File: config.mk
export PLATFORM = sky130hd
export DESIGN_NAME = output_port_allocator_flat
export DESIGN_NICKNAME = d
export VERILOG_FILES = /design/src/rtl/output_port_allocator_if.sv /design/src/rtl/output_port_allocator.sv /design/src/flat_wrapper.sv
export SDC_FILE = /design/constraint.sdc
export NUM_CORES = 1
export LEC_CHECK = 0
export CELL_PAD_IN_SITES_DETAIL_PLACEMENT = 1
export CELL_PAD_IN_SITES_GLOBAL_PLACEMENT = 1
export CORE_AREA = 3 3 68 70
export DETAILED_ROUTE_END_ITERATION = 8
export DIE_AREA = 0 0 71 73
export PLACE_DENSITY_LB_ADDON = 0.15
export SYNTH_ARGS = -nofsm -noshare
export SYNTH_HDL_FRONTEND = slang
export SYNTH_SLANG_ARGS = --single-unit
File: constraint.sdc
create_clock -name clk -period 5 [get_ports clk]
set_input_delay 1 -clock clk [delete_from_list [all_inputs] [get_ports clk]]
set_output_delay 1 -clock clk [all_outputs]
set_load 0.05 [all_outputs]
File: src/rtl/output_port_allocator_if.sv
// Route reservation bus between the input port controllers (master) and the
// output port allocator (slave).
interface output_port_allocator_if #(
  parameter int N             = 4,
  parameter int REQUEST_WIDTH = 2
);
  localparam int SEL_WIDTH = (N > 1) ? $clog2(N) : 1;

  logic [N-1:0]               routeReserveRequestValid;
  logic [N*REQUEST_WIDTH-1:0] routeReserveRequest;
  logic [N-1:0]               routeRelieve;
  logic [N-1:0]               routeReserveStatus;
  logic [N-1:0]               outputBusy;
  logic [N*SEL_WIDTH-1:0]     outputSelect;

  modport master (
    output routeReserveRequestValid,
    output routeReserveRequest,
    output routeRelieve,
    input  routeReserveStatus,
    input  outputBusy,
    input  outputSelect
  );

  modport slave (
    input  routeReserveRequestValid,
    input  routeReserveRequest,
    input  routeRelieve,
    output routeReserveStatus,
    output outputBusy,
    output outputSelect
  );
endinterface

File: src/rtl/output_port_allocator.sv
// Grants each output port to at most one input and drives the crossbar selects.
// Define ALLOC_ROUND_ROBIN_EN for round-robin priority; otherwise lowest index wins.
module output_port_allocator #(
  parameter int N             = 4,
  parameter int REQUEST_WIDTH = 2
) (
  input  logic                   clk,
  input  logic                   rst,
  output_port_allocator_if.slave bus
);
  localparam int SEL_WIDTH = (N > 1) ? $clog2(N) : 1;

  typedef enum logic {FREE, BUSY} state_t;

  state_t               state [N];
  logic [SEL_WIDTH-1:0] owner [N];
`ifdef ALLOC_ROUND_ROBIN_EN
  logic [SEL_WIDTH-1:0] ptr [N];
`endif

  logic [N-1:0]           status_q;
  logic [N-1:0]           busy_q;
  logic [N*SEL_WIDTH-1:0] select_q;

  logic [N-1:0]           grant;
  logic [SEL_WIDTH-1:0]   grant_idx [N];
  logic [N-1:0]           relieve_hit;
  logic [N-1:0]           next_status;
  logic [N-1:0]           next_busy;
  logic [N*SEL_WIDTH-1:0] next_select;

  assign bus.routeReserveStatus = status_q;
  assign bus.outputBusy         = busy_q;
  assign bus.outputSelect       = select_q;

  // Outputs are arbitrated in index order; an input won by a lower output is
  // masked out for the higher ones. The priority scan runs from lowest to
  // highest priority so the final assignment is the winner.
  always_comb begin
    logic [N-1:0]         taken;
    logic [N-1:0]         eligible;
    logic [SEL_WIDTH-1:0] idx;
    taken    = '0;
    eligible = '0;
    idx      = '0;
    grant    = '0;
    for (int o = 0; o < N; o++) begin
      grant_idx[o] = '0;
      for (int i = 0; i < N; i++) begin
        eligible[i] = bus.routeReserveRequestValid[i] && !status_q[i] && !taken[i] &&
                      (int'(bus.routeReserveRequest[i*REQUEST_WIDTH +: REQUEST_WIDTH]) == o);
      end
      if (state[o] == FREE) begin
        for (int k = N; k >= 1; k--) begin
`ifdef ALLOC_ROUND_ROBIN_EN
          idx = SEL_WIDTH'((int'(ptr[o]) + k) % N);
`else
          idx = SEL_WIDTH'(k - 1);
`endif
          if (eligible[idx]) begin
            grant[o]     = 1'b1;
            grant_idx[o] = idx;
          end
        end
        if (grant[o]) begin
          taken[grant_idx[o]] = 1'b1;
        end
      end
    end
  end

  always_comb begin
    relieve_hit = '0;
    next_status = '0;
    next_busy   = '0;
    next_select = '0;
    for (int o = 0; o < N; o++) begin
      relieve_hit[o] = (state[o] == BUSY) && bus.routeRelieve[owner[o]];
      if (state[o] == FREE && grant[o]) begin
        next_busy[o]                           = 1'b1;
        next_select[o*SEL_WIDTH +: SEL_WIDTH]  = grant_idx[o];
        next_status[grant_idx[o]]              = 1'b1;
      end else if (state[o] == BUSY && !relieve_hit[o]) begin
        next_busy[o]                           = 1'b1;
        next_select[o*SEL_WIDTH +: SEL_WIDTH]  = owner[o];
        next_status[owner[o]]                  = 1'b1;
      end
    end
  end

  always_ff @(posedge clk) begin
    if (rst) begin
      for (int o = 0; o < N; o++) begin
        state[o] <= FREE;
        owner[o] <= '0;
`ifdef ALLOC_ROUND_ROBIN_EN
        ptr[o]   <= SEL_WIDTH'(N - 1);
`endif
      end
      status_q <= '0;
      busy_q   <= '0;
      select_q <= '0;
    end else begin
      for (int o = 0; o < N; o++) begin
        case (state[o])
          FREE: begin
            if (grant[o]) begin
              state[o] <= BUSY;
              owner[o] <= grant_idx[o];
`ifdef ALLOC_ROUND_ROBIN_EN
              ptr[o]   <= grant_idx[o];
`endif
            end
          end
          BUSY: begin
            if (relieve_hit[o]) begin
              state[o] <= FREE;
            end
          end
          default: state[o] <= FREE;
        endcase
      end
      status_q <= next_status;
      busy_q   <= next_busy;
      select_q <= next_select;
    end
  end
endmodule

File: src/flat_wrapper.sv
// flat-port wrapper written by rule: the top's interface ports become plain ports
module output_port_allocator_flat 
#(
  parameter int N             = 4,
  parameter int REQUEST_WIDTH = 2
)
  (clk, rst, bus_routeReserveRequestValid, bus_routeReserveRequest, bus_routeRelieve, bus_routeReserveStatus, bus_outputBusy, bus_outputSelect);
  output_port_allocator_if #(.N(N), .REQUEST_WIDTH(REQUEST_WIDTH)) bus_i ();
  input  logic clk;
  input  logic rst;
  input wire logic [$bits(bus_i.routeReserveRequestValid)-1:0] bus_routeReserveRequestValid;
  input wire logic [$bits(bus_i.routeReserveRequest)-1:0] bus_routeReserveRequest;
  input wire logic [$bits(bus_i.routeRelieve)-1:0] bus_routeRelieve;
  output wire logic [$bits(bus_i.routeReserveStatus)-1:0] bus_routeReserveStatus;
  output wire logic [$bits(bus_i.outputBusy)-1:0] bus_outputBusy;
  output wire logic [$bits(bus_i.outputSelect)-1:0] bus_outputSelect;
  assign bus_i.routeReserveRequestValid = bus_routeReserveRequestValid;
  assign bus_i.routeReserveRequest = bus_routeReserveRequest;
  assign bus_i.routeRelieve = bus_routeRelieve;
  assign bus_routeReserveStatus = bus_i.routeReserveStatus;
  assign bus_outputBusy = bus_i.outputBusy;
  assign bus_outputSelect = bus_i.outputSelect;
  output_port_allocator #(.N(N), .REQUEST_WIDTH(REQUEST_WIDTH)) u_core (.clk(clk), .rst(rst), .bus(bus_i));
endmodule
Word-level counts from Yosys, hierarchy flattened
Memories as Yosys holds them, arrays and structs flattened.
Index checks and enable logic that the tools add are counted.
{"block": "word_totals", "in_bits": 18, "ramBits": 12, "regBits": 16, "mem_count": 2, "output_inout_bits": 16}
{"block": "classes", "bitwise": 24, "mux": 152, "n_reduce_logical": 79, "order_cmp": 22, "eq_ne": 12}
{"name": "u_core.owner", "depth": 4, "word_bits": 2, "read_ports": 4, "rd_ports_with_merged_regs": 0, "wr": 4, "line": "output_port_allocator.sv:16", "source": "logic [SEL_WIDTH-1:0] owner [N];"}
{"name": "u_core.state", "depth": 4, "word_bits": 1, "read_ports": 4, "rd_ports_with_merged_regs": 0, "wr": 4, "line": "output_port_allocator.sv:15", "source": "state_t state [N];"}
{"op": "$mux 1", "count": 88}
{"op": "$mux 2", "count": 35}
{"op": "$mux 4", "count": 14}
{"op": "$logic_and 1x1->1", "count": 55}
{"op": "$lt 2x3->1 const B", "count": 11}
{"op": "$or 4x4->4", "count": 8}
{"op": "$demux 1 s2", "count": 11}
{"op": "$ge 2x1->1 const B", "count": 11}
{"op": "$logic_not 1->1", "count": 20}
{"op": "$eq 2x2->1 const B", "count": 8}
{"op": "$or 1x1->1", "count": 12}
{"op": "$bmux 1 s2", "count": 4}
{"op": "$eq 2x1->1 const B", "count": 4}
{"op": "$logic_not 2->1", "count": 4}
{"op": "$not 1->1", "count": 4}

Longest topological paths before layout
{"block": "depth", "ltp_word": 58, "mapped_depth": 5, "mapped_depth_nobuf": 4}

Worst setup path before layout
No wires, ideal clock.
{"block": "synth_path", "path_type": "input port to flip-flop", "startpoint": "input bus_routeReserveRequest[3]", "endpoint": "memory u_core.state[0][0] in the netlist's numbering (enable)", "cell_stages": 4, "arrival_time_ps": 2131, "n_path_buf": 0, "path_slack_ps": 2565, "setup_ps": 304, "cell_sequence": "or4b_1 > a41oi_1 > or2_1 > o21bai_1"}
{"element": "start: declaration", "line": "flat_wrapper.sv:12", "source": "input wire logic [$bits(bus_i.routeReserveRequest)-1:0] bus_routeReserveRequest;"}
{"element": "end: declaration", "line": "output_port_allocator.sv:15"}

==> results.json <==
{
  "cp_cell_sequence": "clkdlybuf4s50_1, or4b_1, a41oi_1, or2_1, o21bai_1",
  "ir_worst_vdd_uv": 126,
  "vias_per_cell": 5.94,
  "clock_power_share_pct": 21.3,
  "io_buffers": 33,
  "slew_headroom_pct": 47.0,
  "powerDensity_nw_per_um2": 317,
  "synth_edf_count": 12,
  "wl_per_cell_um": 18.4,
  "switching_share_pct": 35.8,
  "hp-class": "reg2reg",
  "ys.flop_type": "dfxtp_1",
  "drv_cap": 0,
  "synthesis.area_um2": 1700,
  "drc": 0,
  "yosysWarnings": 0,
  "reg2reg_depth": 4,
  "switchingPower_w": 0.000240,
  "syn_nets": 201,
  "ys_seq_elements": 28,
  "skew_ns": 0.00284,
  "worstSkewPairLatency_ns": 0.27,
  "cp.arrival_ns": 2.82,
  "cts_resized": 0,
  "hold_viol_final": 0,
  "antenna_found_initial": 0,
  "first_pass_iters": 4,
  "cp_max_fo": 6,
  "cp_slowest_cell": "or4b_1",
  "slowest_delay_ns": 0.64,
  "fin_ws_ns": 2.17,
  "p_int_w": 0.000430,
  "placed_cell_area_um2": 2060,
  "numCtsBuffers": 3,
  "final_antenna_net_count": 0,
  "r2r_start": "u_core.bus.routeReserveStatus[1]",
  "die_h_um": 73,
  "hold_start": "u_core.owner[2][0]",
  "yosysSeqAreaShare_pct": 40.1,
  "die-area_um2": 5180,
  "routed_wl_mm": 4.83,
  "initial_utilization_pct": 42.1,
  "setup_tns_ns": 0,
  "final_common_cell": "clkdlybuf4s50_1",
  "die_w_um": 71,
  "track_usage_pct": 18.7,
  "htreeDepth": 1,
  "num_rows": 23,
  "ctsHoldBuffers": 0,
  "layout.nets": 231,
  "path_buf_inv": 1,
  "mostFrequentLayoutCells": "clkdlybuf4s50_1, nand2_1, nor2_1",
  "dpl_worst_slack_ns": 1.90,
  "period_share_pct": 56.6,
  "grt_pass1_wl_mm": 7.68,
  "drv_slew": 0,
  "yosys.area.top_type": "edfxtp_1",
  "endpoint_kind": "flip-flop",
  "synth_area_leaders": "edfxtp_1, dfxtp_1, a21oi_1, nand2_1, nor2_1",
  "post_cts_buffers": 0,
  "drive_gt1_share_pct": 8.49,
  "grt_start_max_net_pins": 35,
  "root_buffer": "clkbuf_8",
  "hold_depth": 2,
  "n_fill_cell": 464,
  "power.leakage_nw": 0.744,
  "cp-start-kind": "primary input",
  "rr_endpoint": "u_core.state[0][0]",
  "period_minus_slack_ns": 2.83,
  "seq_power_share_pct": 46.2,
  "min_to": "u_core.bus.outputSelect[4]",
  "async_reset_ff_share_pct": 0,
  "p_comb_share_pct": 32.5,
  "ff2ff_setup_slack_ns": 3.07,
  "avgSynthCellArea_um2": 9.26,
  "first_global_vias": 1603,
  "core_um2": 4030,
  "max_freq_ghz": 0.354,
  "num_antenna_cells": 0,
  "gp_congestion": 0.849,
  "rsz0062_at_grt": "false",
  "dp_hpwl_mm": 3.81,
  "initialDrtViolationCount": 99,
  "clock-sinks": 28,
  "worst_slew_pin_slew_ns": 0.784,
  "io_pins": 34,
  "tritoncts": "yes",
  "grt-ovfl-total": 0,
  "yosysTopAreaCellShare_pct": 21.3,
  "criticalPathCategory": "in2reg",
  "setup_viol": 0,
  "clk_pin_slew_ns": 0.10,
  "stdcell_area_um2": 2120,
  "path_delay_family": "simple AND/OR/NAND/NOR gates",
  "synthCells": 183,
  "cts_buffer_depth": 2,
  "crit_required_ns": 4.99,
  "status": "complete, no violations",
  "area_growth_pct": 24.9,
  "ys_types": 41,
  "dr_total_vias": 1557
}
==> metal layers <==
layer	global-route usage (%)	vias to the layer above	part of all wire, %
li1	-	750	-
met1	23.9	753	46
met2	33.7	48	48
met3	2.48	6	4.3
met4	3.76	0	1.4
met5	0	-	0
==> registers in the layout, summed over array words and instances, names as in the netlist <==
name	cells
u_core.owner	8
u_core.bus.outputSelect	8
u_core.state	4
u_core.bus.outputBusy	4
u_core.bus.routeReserveStatus	4
==> power groups by stage <==
stage | registers (W) | clock network, W | logic (W)
finish | 0.000310 | 0.000143 | 0.000218
global route | 0.000315 | 0.000156 | 0.000233
CTS | 0.000309 | 0.000143 | 0.000218
detailed placement | 0.000314 | 0 | 0.000217
global placement | 0.000312 | 0 | 0.000210
floorplan | 0.000340 | 0 | 0.000110
==> final cells by class <==
cell class                      count  area, um^2  share of cell area (%)
Clock buffer                        4        55.1                    2.60
Inverter                            6        22.5                    1.06
Multi-Input combinational cell    140         958                    45.3
Sequential cell                    28         681                    32.2
Tap cell                           50        62.6                    2.96
Timing Repair Buffer               34         338                    16.0
==> through the flow <==
step / total power (W) / util [%] / hold slack [ns] / cells
global route: 0.000704 / 52.5 / 0.696 / 262
global placement: 0.000523 / 51.2 / 0.650 / 258
floorplan: 0.000451 / - / 0.600 / 183
detailed placement: 0.000531 / 51.2 / 0.664 / 258
CTS: 0.000671 / 52.5 / 0.673 / 262
finish: 0.000670 / 52.5 / 0.665 / 262
==> worst min-delay path: stages (launching register included) <==
cell and delay [ns]:
edfxtp_1 0.48, nand2_1 0.09, a21oi_1 0.06
==> Yosys cell counts (4+ instances only) <==
cell / count
nor4bb_1: 6
dfxtp_1: 16
inv_1: 6
nor3_1: 4
edfxtp_1: 12
o21bai_1: 4
nand3_1: 5
nor2_1: 20
nand2b_1: 4
o21ai_0: 4
a21oi_1: 15
nand3b_1: 4
nand2_1: 20
nand4b_1: 4
clkbuf_1: 9
==> cell families after synthesis <==
group                  Yosys count  share of synthesized area (%)
AOI/OAI and AO/OA               41                           16.6
buffers and inverters           15                           3.32
muxes                            9                           7.75
DFF                             28                           40.1
and+or+nand+nor                 90                           32.2
==> worst max path at each step <==
| stage | startpoint | cells after the start | to |
|---|---|---|---|
| after floorplan | bus_routeReserveRequest[3] | 4 | u_core.state[0][0] |
| after global placement | bus_routeReserveRequest[3] | 5 | u_core.state[0][0] |
| after detailed placement | bus_routeReserveRequest[3] | 5 | u_core.state[0][0] |
| after CTS | bus_routeReserveRequest[3] | 5 | u_core.state[0][0] |
| after global routing | bus_routeReserveRequest[2] | 5 | u_core.state[0][0] |
| final | bus_routeReserveRequest[3] | 5 | u_core.state[0][0] |
Note: power is estimated with default switching activity, not from simulation.
